**config.mk**
```make
export PLATFORM = sky130hd
export DESIGN_NAME = rom_rr_arbiter
export DESIGN_NICKNAME = d
export VERILOG_FILES = /design/src/rtl/rom_rr_arbiter.sv
export SDC_FILE = /design/constraint.sdc
export NUM_CORES = 1
export LEC_CHECK = 0
export ABC_AREA = 1
export CORE_ASPECT_RATIO = 2
export CORE_MARGIN = 2
export CORE_UTILIZATION = 36
export CTS_CLUSTER_SIZE = 16
export DETAILED_ROUTE_END_ITERATION = 8
export PLACE_DENSITY = 0.76
export SLEW_MARGIN = 20
export SYNTH_ARGS = -nofsm -noshare
export SYNTH_HDL_FRONTEND = slang
export SYNTH_SLANG_ARGS = --single-unit
```
**constraint.sdc**
```tcl
create_clock -name clk -period 1.6 [get_ports clk]
set_input_delay 0.16 -clock clk [delete_from_list [all_inputs] [get_ports clk]]
set_output_delay 0.16 -clock clk [all_outputs]
set_load 0.01 [all_outputs]
```
**src/rtl/rom_rr_arbiter.sv**
```systemverilog
// Round-robin arbiter that shares one synchronous-read ROM among NUM_REQ requesters.
// It accepts one read per cycle and routes the returned word to its owner through a tag pipeline.
module rom_rr_arbiter #(
  parameter  int NUM_REQ     = 4,
  parameter  int DATA_WIDTH  = 8,
  parameter  int DEPTH       = 16,
  parameter  int ROM_LATENCY = 1,
  localparam int ADDR_WIDTH  = $clog2(DEPTH),
  localparam int ID_WIDTH    = $clog2(NUM_REQ)
) (
  input  logic                          clk,
  input  logic                          rst_n,
  input  logic [NUM_REQ-1:0]            i_req_valid,
  input  logic [NUM_REQ*ADDR_WIDTH-1:0] i_req_addr,
  output logic [NUM_REQ-1:0]            o_req_ready,
  output logic [NUM_REQ-1:0]            o_resp_valid,
  output logic [DATA_WIDTH-1:0]         o_resp_data,
  output logic [ADDR_WIDTH-1:0]         o_rom_rd_addr,
  input  logic [DATA_WIDTH-1:0]         i_rom_rd_data
);

  logic [ID_WIDTH-1:0]   r_ptr;
  logic [ID_WIDTH-1:0]   w_winner;
  logic                  w_hs;
  logic [ADDR_WIDTH-1:0] w_addr [NUM_REQ];
  logic [ROM_LATENCY:0]  r_tag_vld;
  logic [ID_WIDTH-1:0]   r_tag_id [ROM_LATENCY+1];

  for (genvar g = 0; g < NUM_REQ; g++) begin : g_addr
    assign w_addr[g] = i_req_addr[g*ADDR_WIDTH +: ADDR_WIDTH];
  end

  // First valid requester at or after the pointer, wrapping; grant is held off during reset.
  always_comb begin
    w_winner = '0;
    w_hs     = 1'b0;
    for (int k = 0; k < NUM_REQ; k++) begin
      if (!w_hs && i_req_valid[ID_WIDTH'((int'(r_ptr) + k) % NUM_REQ)]) begin
        w_hs     = 1'b1;
        w_winner = ID_WIDTH'((int'(r_ptr) + k) % NUM_REQ);
      end
    end
    if (!rst_n) w_hs = 1'b0;
  end

  always_comb begin
    o_req_ready = '0;
    if (w_hs) o_req_ready[w_winner] = 1'b1;
  end

  always_ff @(posedge clk or negedge rst_n) begin
    if (!rst_n) begin
      r_ptr         <= '0;
      o_rom_rd_addr <= '0;
      r_tag_vld     <= '0;
      for (int s = 0; s <= ROM_LATENCY; s++) r_tag_id[s] <= '0;
    end else begin
      r_tag_vld[0] <= w_hs;
      if (w_hs) begin
        o_rom_rd_addr <= w_addr[w_winner];
        r_tag_id[0]   <= w_winner;
        r_ptr         <= (int'(w_winner) == NUM_REQ-1) ? '0 : w_winner + 1'b1;
      end
      // Tag rides alongside the ROM's internal latency.
      for (int s = 1; s <= ROM_LATENCY; s++) begin
        r_tag_vld[s] <= r_tag_vld[s-1];
        r_tag_id[s]  <= r_tag_id[s-1];
      end
    end
  end

  always_comb begin
    o_resp_valid = '0;
    if (r_tag_vld[ROM_LATENCY]) o_resp_valid[r_tag_id[ROM_LATENCY]] = 1'b1;
  end

  assign o_resp_data = i_rom_rd_data;

endmodule

```
* After elaboration in Yosys (flattened, before gate mapping)
Index checks and enable logic that the tools add are counted.
** Word-level totals
- Flip-flop bits (word level) :: 12
- Bits in latches :: 0
- Bits in read-only memories :: 0
- Memories kept :: 0
- Memory bits (writable) :: 0
- Output and inout bits :: 20
- Word-level logic and storage cells :: 59
- Input bits :: 30
** Cells by class
- Div/mod/pow operators :: 0
- Shift-type cells :: 0
- $add $sub $neg :: 4
- Muxes and demuxes :: 31
- Eq/ne operators :: 1
- Order comparisons :: 9
- Multipliers :: 0
- Reduce and logical (&&, ||, !) cells :: 8
- Bitwise operators :: 1
** Operator list (number)
- $lt A2 B4 Y1 const B :: 4
- $mux W4 :: 4
- $mux W1 :: 15
- $mux W2 :: 5
- $bmux W1 S2 :: 4
- $bmux W4 S2 :: 1
- $lt A2 B3 Y1 const B :: 2
- $logic_and A1 B1 Y1 :: 5
- $add A2 B1 Y2 const B :: 2
- $add A2 B2 Y2 const B :: 2
- $demux W1 S2 :: 2
- $ge A2 B1 Y1 const B :: 2
- $ge A3 B3 Y1 const B :: 1
- $logic_not A1 Y1 :: 3
- $not A2 Y3 :: 1
- $eq A2 B1 Y1 const B :: 1

* Depth between registers and ports, before layout
Gate-level depths: netlist of run 1.
- Depth after elaboration :: 18
- Mapped depth :: 14
- Mapped depth without buffers :: 14

* Worst setup path after synthesis of run 1
OpenSTA, ideal clock, no wires.
- Kind :: reg-to-output
- Start :: reg r_ptr[0]
- End :: out o_req_ready[1]
- Data arrival time :: 1.546 ns
- Path buffers :: 2
- Setup slack :: -0.106 ns
- Required time :: 1.440 ns
- Stages on the path, launching flop included :: 10
- Cell sequence :: dfrtp_1 > buf_6 > nand2_1 > nand2_2 > o21ai_2 > nand3_2 > nand2_2 > nand2_4 > buf_6 > nor3_1
** Between the ends
- Cells in the longest elaborated chain, start to end :: 18
- Elaborated cells between the ends (all ways) :: 36
- Those cells by class :: 3 x add/sub; 2 x order compare; 24 x mux; 7 x reduce/logical
** Ends and longest elaborated chain
- from (decl) :: line 22 : logic [ID_WIDTH-1:0] r_ptr;
- from (signal assigned) :: line 62 : r_ptr <= (int'(w_winner) == NUM_REQ-1) ? '0 : w_winner + 1'b1;
- parallel branches: the longest is 17 deep, another holds $add A2 B1 Y2
- $mux W4 (*) :: line 48 : if (w_hs) o_req_ready[w_winner] = 1'b1;
- to (decl) :: line 15 : output logic [NUM_REQ-1:0] o_req_ready,
Every way passes the cells marked *. The select of a mux whose other input is x is not followed.

* Worst setup path after layout of run 1
Same ends and word-level chain as after synthesis.

==> flow_summary_export.csv, run 1 <==
group,metric,value,unit
setup_path,crit_top_cell,"nand2_1",
setup_path,startpoint_type,"flip-flop",
global_route,globalRoute.busiestLayer,"met2",
timing,worstMarginPinSlew,0.258,ns
clock_network,cts-buffers-inserted,3,
global_route,grt_start_max_net_pins,13,
pwr,power_switching,2.08,mW
cells_and_area,final_area,0.00179,mm²
timing,slew_viol_final,0,
die,die-width,41.2,µm
pwr,power_leakage,0.984,nW
setup_path,cp_slowest_cell,"dfrtp_2",
die,floorplan.initialDensity,36.8,%
timing,max_slew_margin,82.7,%
setup_path,required,1.44,ns
setup_path,critical_path_buf_inv_count,4,
timing,finalCritPeriodShare,137,%
placed_design,dp_worst_setup_slack,-0.682,ns
cells_and_area,n_antenna_cell,0,
timing,max_freq,457,MHz
timing,finalHoldViolCount,0,
logic_synthesis,mapped_cells,155,
global_route,wire_length_of_the_first_global_routing_pass,4800,µm
clock_network,cts-root-buf,"clkbuf_8",
pwr,share_seq_of_total_power,12.9,%
global_route,grt_pass1_vias,1191,
outcome,failed_checks,"negative setup slack",
outcome,status,"complete, but fails checks",
global_route,grt.met1_usage,21.0,%
cells_and_area,fin_nets,247,
cells_and_area,layout.area.seq,302,µm²
job,drv_cap,0,
logic_synthesis,ys.warnings.count,0,
detailed_routing,first_pass_iters,4,
die,die_h,78.3,µm
detailed_routing,drtAntennaViolNets,0,
placed_design,dpl_cell_area,0.00144,mm²
timing,finalSetupViolCount,13,
placed_design,place.detailed.hpwl,1900,µm
cells_and_area,area_growth,80.0,%
hold_path,hold_class,"in2out",
pwr,swShare,47.1,%
setup_path,timing.critical_path.max_delay_family,"simple AND/OR/NAND/NOR gates",
cells_and_area,drive_above_1_share,43.1,%
detailed_routing,routed_via_density,4.86,
clock_network,cts_hold_buffers,0,
pwr,cellInternalPower,2.34,mW
setup_path,criticalPathCategory,"reg2out",
logic_synthesis,synth_nets,185,
pwr,power.density,2470,mW/mm²
detailed_routing,routed_wire_length_per_instance,12.9,µm
clock_network,clock_tree_buf_depth,2,
timing,min_period,2.19,ns
logic_synthesis,synth-seq-cells,12,
logic_synthesis,syn_area,995,µm²
clock_network,htreeDepth,1,
timing,skew,0.00169,ns
global_route,grtUsageMet3,2.54,%
cells_and_area,filler_cell_count,230,
die,num_io_pins,50,
global_route,antenna_found_initial,0,
timing,final.setup.worst_slack,-0.588,ns
cells_and_area,multiInputGateArea,654,µm²
clock_network,cts_tree,"done",
placed_design,place.gp.congestion,0.829,
setup_path,timing.critical_path.cells,"clkinvlp_4, buf_4, nand2_1, nand2_1, nand2_1, nand2_2, nor2_2, nor2_1, nand2_2, nand2_4, buf_12, nor3_4, buf_2",
logic_synthesis,synth_top_area_share,30.2,%
setup_path,category_of_the_worst_setup_path_capture_point,"primary output",
clock_network,clkSlewWorstSetupHoldPaths,0.06,ns
global_route,track_usage,20.9,%
logic_synthesis,synth_area_leader_cell,"dfrtp_1",
pwr,p_clk_share,7.6,%
placed_design,port_buffers,33,
detailed_routing,postRouteWirelength,3150,µm
pwr,max-vdd-ir-drop,1.61,mV
logic_synthesis,post_synth.cell_area_avg,6.42,µm²
clock_network,clkLatencyLatePin,0.24,ns
detailed_routing,post-route-drc-count,0,
timing,grt_setup_unrepaired,"true",
global_route,globalRoute.totalOverflow,0,
die,floorplan.rows,27,
clock_network,clock-sinks,12,
die,die_area,0.00323,mm²
logic_synthesis,yosysUniqueCellTypes,22,
setup_path,critical_path.max_stage_delay,0.47,ns
logic_synthesis,yosysSeqAreaShare,30.2,%
logic_synthesis,synth.area.top_cells,"dfrtp_1, nand2_1, nand3_1",
cells_and_area,mostFrequentLayoutCell,"nand2_1",
die,core_region_area,0.00270,mm²
setup_path,path_max_fanout,6,
detailed_routing,dr_total_vias,1191,
pwr,pwr-share-comb,79.5,%
detailed_routing,detailedRoute.firstIterationViolations,21,
setup_path,critPathArrivalTime,2.03,ns
cells_and_area,layout_common_cells,"nand2_1, clkdlybuf4s50_1, inv_1",
global_route,grt.met2_usage,38.4,%
-- synth_stat cells, drive strengths merged --
cell	number
or2	2
buf	10
o21ai	5
nand2	60
o21a	1
o211ai	2
inv	27
a21oi	1
nor3	5
nor2	10
nand3	20
dfrtp	12
-- stage by stage --
stage,setup TNS [ns],power [mW],hold WS (ns),util [%],instances
2_1_floorplan,-0.147,2.08,-0.136,-,155
3_3_place_gp,-4.91,3.01,0.320,53.3,225
3_5_place_dp,-5.08,3.03,0.320,53.3,225
4_1_cts,-4.26,4.07,0.320,62.6,242
5_1_grt,-6.82,4.71,0.320,66.3,245
6_report,-5.47,4.41,0.320,66.3,245
-- sequential cells by signal, indices dropped and copies added, names as in the netlist --
name and count:
r_tag_id 4, o_rom_rd_addr 4, r_tag_vld 2, r_ptr 2
-- final timing paths --
| kind | startpoint | end | slack, ns | cells after the start |
|---|---|---|---|---|
| worst min-delay path | i_rom_rd_data[0] | o_resp_data[0] | 0.32 | 0 |
| worst max register to register | r_ptr[0]$_DFFE_PN0P_ | o_rom_rd_addr[1]$_DFFE_PN0P_ | -0.52 | 13 |
| worst max-delay path | r_ptr[0]$_DFFE_PN0P_ | o_req_ready[1] | -0.59 | 13 |
| min in group asynchronous | rst_n | o_rom_rd_addr[3]$_DFFE_PN0P_ | 0.37 | 2 |
| max in group asynchronous | rst_n | r_ptr[0]$_DFFE_PN0P_ | 1.06 | 2 |
| worst min register to register | r_tag_vld[0]$_DFF_PN0_ | r_tag_vld[1]$_DFF_PN0_ | 0.35 | 0 |
-- power groups by stage --
stage               Clock, mW  Combinational (mW)  Sequential [mW]
floorplan                   0                1.53            0.552
global placement            0                2.46            0.546
detailed placement          0                2.49            0.546
CTS                     0.336                3.17            0.561
global route            0.350                3.77            0.589
finish                  0.337                3.51            0.568
-- final cells by class --
type / instances / share of cell area [%]
sequential: 12 / 16.8
multi-input combinational: 106 / 36.5
timing repair inverter: 1 / 0.419
clock buffer: 4 / 3.07
timing repair buffer: 66 / 35.2
tap: 29 / 2.03
inverter: 27 / 5.94
-- per-layer routing --
layer,wire length [µm],share of wire [%]
met2,1870,59
met3,119,3.8
met5,0,0
met4,68,2.2
met1,1100,35
-- logic make-up (layout without fill, tap and decap cells) --
| group | Yosys count | count (layout) | share of synthesized area (%) |
|---|---|---|---|
| compound gates | 9 | 9 | 6.79 |
| buf+inv | 37 | 98 | 18.7 |
| simple gates | 97 | 97 | 44.3 |
| flops | 12 | 12 | 30.2 |
-- repair_timing --
| action | CTS | global route |
|---|---|---|
| cloned | 1 | 0 |
| pin swaps | 13 | 13 |
| setup endpoints to repair | 13 | 16 |
| buffers inserted | 14 | 4 |
| gates resized for setup | 47 | 22 |
No activity file was read; power rests on OpenSTA's default activity.
==> run 2, diff against run 1 <==
GPL_TIMING_DRIVEN = 0   (was default)
==> flow_summary_export.csv, run 2 (synthesis gave the netlist of run 1 again) <==
group,metric,value,unit
timing,finalSetupViolCount,13,
job,drv_cap,0,
timing,finalCritPeriodShare,133,%
timing,slew_viol_final,0,
timing,max_freq,469,MHz
die,die_area,0.00323,mm²
cells_and_area,fin_nets,259,
setup_path,critical_path.max_stage_delay,0.45,ns
clock_network,clock_tree_buf_depth,2,
cells_and_area,multiInputGateArea,698,µm²
timing,worst_hold_slack,0.326,ns
clock_network,cts-root-buf,"clkbuf_8",
pwr,power_leakage,1.04,nW
pwr,finalPower,4.53,mW
clock_network,clkSlewWorstSetupHoldPaths,0.06,ns
cells_and_area,drive_above_1_share,43.4,%
die,core_region_area,0.00270,mm²
global_route,globalRoute.totalOverflow,0,
die,floorplan.rows,27,
placed_design,port_buffers,41,
pwr,power.density,2370,mW/mm²
die,floorplan.initialDensity,36.8,%
setup_path,setup.reg_to_reg.worst_slack,-0.47,ns
setup_path,timing.critical_path.max_delay_family,"simple AND/OR/NAND/NOR gates",
clock_network,htreeDepth,1,
setup_path,crit_top_cell,"nand2_2",
clock_network,cts-buffers-inserted,3,
cells_and_area,mostFrequentLayoutCell,"nand2_1",
setup_path,critPathLaunch,"r_ptr[0]$_DFFE_PN0P_",
outcome,failed_checks,"negative setup slack",
setup_path,category_of_the_worst_setup_path_capture_point,"primary output",
clock_network,clkLatencyLatePin,0.24,ns
detailed_routing,drtAntennaViolNets,0,
global_route,grt_pass1_vias,1255,
hold_path,hold_class,"in2async",
setup_path,r2r_start,"r_ptr[0]$_DFFE_PN0P_",
setup_path,startpoint_type,"flip-flop",
setup_path,required,1.44,ns
timing,min_period,2.13,ns
timing,final.setup.worst_slack,-0.534,ns
global_route,wire_length_of_the_first_global_routing_pass,4840,µm
detailed_routing,detailedRoute.firstIterationViolations,23,
clock_network,cts_hold_buffers,0,
detailed_routing,postRouteWirelength,3560,µm
clock_network,clock-sinks,12,
timing,skew,0.00381,ns
global_route,antenna_found_initial,0,
setup_path,cp_slowest_cell,"dfrtp_2",
cells_and_area,area_growth,92.5,%
clock_network,cts_tree,"done",
setup_path,criticalPathCategory,"reg2out",
setup_path,timing.critical_path.cells,"buf_6, nand2_2, nand2_2, nand2_4, nand2_4, nor2_4, nand2_2, o21ai_4, buf_6, nor3_2, buf_2",
detailed_routing,routed_via_density,5.09,
die,die-width,41.2,µm
die,die_h,78.3,µm
cells_and_area,filler_cell_count,214,
die,num_io_pins,50,
setup_path,critical_path_buf_inv_count,3,
cells_and_area,n_antenna_cell,0,
timing,finalHoldViolCount,0,
timing,grt_setup_unrepaired,"true",
global_route,track_usage,20.7,%
outcome,status,"complete, but fails checks",
setup_path,path_max_fanout,5,
placed_design,place.gp.congestion,0.713,
global_route,grt_start_max_net_pins,14,
cells_and_area,layout.area.seq,303,µm²
detailed_routing,dr_total_vias,1307,
detailed_routing,post-route-drc-count,0,
pwr,max-vdd-ir-drop,1.54,mV
setup_path,critPathArrivalTime,1.97,ns
detailed_routing,first_pass_iters,4,
cells_and_area,layout_common_cells,"nand2_1, clkdlybuf4s50_1, buf_4",
timing,max_slew_margin,56.1,%
cells_and_area,top_regs,"o_rom_rd_addr: 4 flops, r_tag_id: 4 flops",
placed_design,place.detailed.hpwl,2040,µm
detailed_routing,routed_wire_length_per_instance,13.9,µm
timing,worstMarginPinSlew,0.657,ns
==> run 2: changes by cell type in the layout (fill, tap and decap cells not counted), moves of 2 or more <==
cell / previous run / this run
buf_4: 20 / 31
nand2_4: 2 / 13
nand3_2: 16 / 6
nand2_1: 43 / 34
nand3_1: 4 / 12
clkdlybuf4s50_1: 26 / 33
buf_6: 13 / 8
dlygate4sd2_1: 0 / 2
nand2_2: 15 / 13
nand3_4: 0 / 2
==> run 2: worst paths after layout <==
kind                                                 to  cells past startpoint
max                                      o_req_ready[1]                     11
min                              r_tag_vld[0]$_DFF_PN0_                      1
max reg2reg                o_rom_rd_addr[1]$_DFFE_PN0P_                     14
min reg2reg                      r_tag_vld[1]$_DFF_PN0_                      0
max in group asynchronous          r_ptr[1]$_DFFE_PN0P_                      1
min in group clk                 r_tag_vld[1]$_DFF_PN0_                      0
==> run 2: cell type report <==
class / instances / area share [%]
clock buffer: 4 / 2.88
timing repair buffer: 69 / 32.8
sequential: 12 / 15.8
buffer: 10 / 4.31
inverter: 27 / 5.82
tap: 29 / 1.90
multi-input combinational: 106 / 36.5
==> run 2: repair_timing <==
action,CTS,global route
buffers inserted,16,11
resized for setup,37,41
pin swaps,11,23
gates cloned,1,0
setup endpoints to repair,15,15
==> run 2: power breakdown <==
part	switching, mW	internal [mW]
clock network	0.114	0.217
registers	0.113	0.455
logic	1.94	1.69
==> run 2: per-layer routing <==
metal | part of all wire (%) | routed length, µm | track usage, % | up-vias
met3 | 5.0 | 179 | 2.26 | 20
met5 | 0 | 0 | 0 | -
met2 | 59 | 2090 | 39.1 | 72
li1 | - | - | - | 613
met4 | 4.9 | 176 | 7.74 | 0
met1 | 31 | 1120 | 20.1 | 602
==> run 2: stage by stage <==
stage / utilization (%) / area, µm² / setup TNS (ns) / cells / setup WS (ns)
CTS: 62.5 / 1690 / -3.61 / 246 / -0.456
floorplan: - / 1020 / -0.147 / 155 / -0.0358
global route: 70.8 / 1910 / -5.92 / 257 / -0.602
global placement: 54.4 / 1470 / -4.86 / 225 / -0.776
finish: 70.8 / 1910 / -4.98 / 257 / -0.534
detailed placement: 54.4 / 1470 / -5.62 / 225 / -0.849
==> run 3, diff against run 2 <==
TNS_END_PERCENT = 10   (was default)
==> flow_summary_export.csv, run 3 (synthesis gave the netlist of run 1 again) <==
group,metric,value,unit
global_route,grt_pass1_vias,925,
cells_and_area,top_regs,"o_rom_rd_addr: 4 flops, r_tag_id: 4 flops",
global_route,grt.met2_usage,30.0,%
outcome,status,"complete, but fails checks",
cells_and_area,layout_common_cells,"nand2_1, clkdlybuf4s50_1, inv_1",
cells_and_area,drive_above_1_share,29.4,%
timing,final.setup.worst_slack,-0.498,ns
placed_design,place.detailed.hpwl,1810,µm
clock_network,cts-buffers-inserted,3,
pwr,swShare,46.6,%
detailed_routing,dr_total_vias,1142,
global_route,wire_length_of_the_first_global_routing_pass,3660,µm
cells_and_area,area_growth,66.9,%
pwr,cellInternalPower,1.83,mW
die,floorplan.rows,27,
die,die_area,0.00323,mm²
pwr,p_clk_share,7.6,%
pwr,pwr-share-comb,76.1,%
timing,worstMarginPinSlew,0.595,ns
cells_and_area,filler_cell_count,241,
timing,finalSetupViolCount,13,
detailed_routing,drtAntennaViolNets,0,
clock_network,clkLatencyLatePin,0.23,ns
clock_network,cts-root-buf,"clkbuf_8",
job,drv_cap,0,
timing,max_slew_margin,60.2,%
setup_path,critPathArrivalTime,1.94,ns
setup_path,criticalPathCategory,"reg2out",
hold_path,hold_class,"in2async",
global_route,antenna_found_initial,0,
die,floorplan.initialDensity,36.8,%
timing,slew_viol_final,0,
global_route,globalRoute.busiestLayer,"met2",
timing,min_period,2.10,ns
pwr,power_switching,1.60,mW
clock_network,clkSlewWorstSetupHoldPaths,0.05,ns
setup_path,startpoint_type,"flip-flop",
setup_path,required,1.44,ns
die,die_h,78.3,µm
cells_and_area,n_antenna_cell,0,
timing,skew,0.000581,ns
pwr,power_leakage,0.927,nW
cells_and_area,final_area,0.00166,mm²
die,core_region_area,0.00270,mm²
detailed_routing,postRouteWirelength,2380,µm
cells_and_area,mostFrequentLayoutCell,"nand2_1",
placed_design,place.gp.congestion,0.749,
global_route,globalRoute.totalOverflow,0,
clock_network,clock-sinks,12,
cells_and_area,fin_util,61.4,%
clock_network,htreeDepth,1,
clock_network,clock_tree_buf_depth,2,
timing,aggregate_negative_setup_slack,-3.66,ns
global_route,grt.met1_usage,15.9,%
pwr,max-vdd-ir-drop,1.20,mV
global_route,track_usage,15.7,%
setup_path,category_of_the_worst_setup_path_capture_point,"primary output",
pwr,finalPower,3.43,mW
cells_and_area,fin_nets,246,
pwr,power.density,2070,mW/mm²
detailed_routing,detailedRoute.firstIterationViolations,19,
timing,max_freq,477,MHz
die,die-width,41.2,µm
placed_design,port_buffers,41,
global_route,grt_start_max_net_pins,14,
timing,finalCritPeriodShare,131,%
pwr,share_seq_of_total_power,16.3,%
timing,grt_setup_unrepaired,"true",
detailed_routing,first_pass_iters,4,
global_route,grtUsageMet3,0.847,%
outcome,failed_checks,"negative setup slack",
placed_design,dpl_cell_area,0.00146,mm²
detailed_routing,routed_wire_length_per_instance,9.81,µm
detailed_routing,routed_via_density,4.70,
timing,finalHoldViolCount,0,
die,num_io_pins,50,
detailed_routing,post-route-drc-count,0,
clock_network,cts_tree,"done",
setup_path,path_max_fanout,6,
-- run 3: cell count changes in the layout (fill, tap and decap cells not counted), moves of 2 or more --
cell           delta
nand2_1          +12
nor2_4            -2
nand3_2           -2
buf_4            -11
buf_6             -4
o21ai_0           +2
nand2_4          -11
nand3_1           +3
dlygate4sd2_1     -2
nor2_1            +3
inv_1             +2
-- run 3: final timing paths --
kind	startpoint	to	slack, ns	cells past startpoint
worst min-delay path	rst_n	r_tag_id[3]$_DFFE_PN0P_	0.31	1
worst min register to register	r_tag_vld[0]$_DFF_PN0_	r_tag_vld[1]$_DFF_PN0_	0.36	0
worst max-delay path	r_ptr[0]$_DFFE_PN0P_	o_req_ready[3]	-0.50	12
max in group asynchronous	rst_n	r_ptr[1]$_DFFE_PN0P_	0.87	1
worst max register to register	r_ptr[0]$_DFFE_PN0P_	o_rom_rd_addr[0]$_DFFE_PN0P_	-0.31	13
min in group clk	r_tag_vld[0]$_DFF_PN0_	r_tag_vld[1]$_DFF_PN0_	0.36	0
-- run 3: power by group through the flow --
stage                     registers, mW  clock network [mW]  logic, mW
after floorplan                   0.548                   0       1.51
after global placement            0.539                   0       2.12
after detailed placement          0.539                   0       2.14
after CTS                         0.541               0.262       2.38
after global routing              0.582               0.278       2.88
final                             0.558               0.262       2.61
-- run 3: critical path: stages, from the launching register on --
cell and delay, ns:
dfrtp_2 0.43, buf_6 0.14, nand2_1 0.06, nand2_2 0.08
nand2_1 0.09, nand2_2 0.07, nor2_4 0.15, nand2_2 0.09
o21ai_4 0.25, nor2_2 0.09, inv_1 0.07, nor2_1 0.04
buf_2 0.13
-- run 3: cell type report --
class | instances | area, µm² | share of cell area (%)
Timing Repair Buffer | 56 | 522 | 31.4
Inverter | 27 | 106 | 6.41
Tap cell | 29 | 36.3 | 2.19
Sequential cell | 12 | 303 | 18.2
Buffer | 10 | 86.3 | 5.20
Multi-Input combinational cell | 106 | 566 | 34.1
Clock buffer | 3 | 41.3 | 2.49
-- run 3: metal layers --
layer / vias up / wire (µm)
met4: 0 / 31
li1: 583 / -
met3: 5 / 148
met5: - / 0
met2: 43 / 1420
met1: 511 / 784
-- run 3: through the flow --
stage,worst slack (ns),hold WS (ns),cells
4_1_cts,-0.489,0.322,236
3_5_place_dp,-0.812,0.348,225
2_1_floorplan,-0.0358,-0.136,155
3_3_place_gp,-0.794,0.334,225
6_report,-0.498,0.305,243
5_1_grt,-0.599,0.361,243
-- run 3: what timing repair did --
action	in CTS	in global routing
hold endpoints to repair	0	0
hold buffers	0	0
setup endpoints to repair	13	16
resized for setup	24	14
cloned	0	1
setup buffers	8	6
pin swaps	5	7
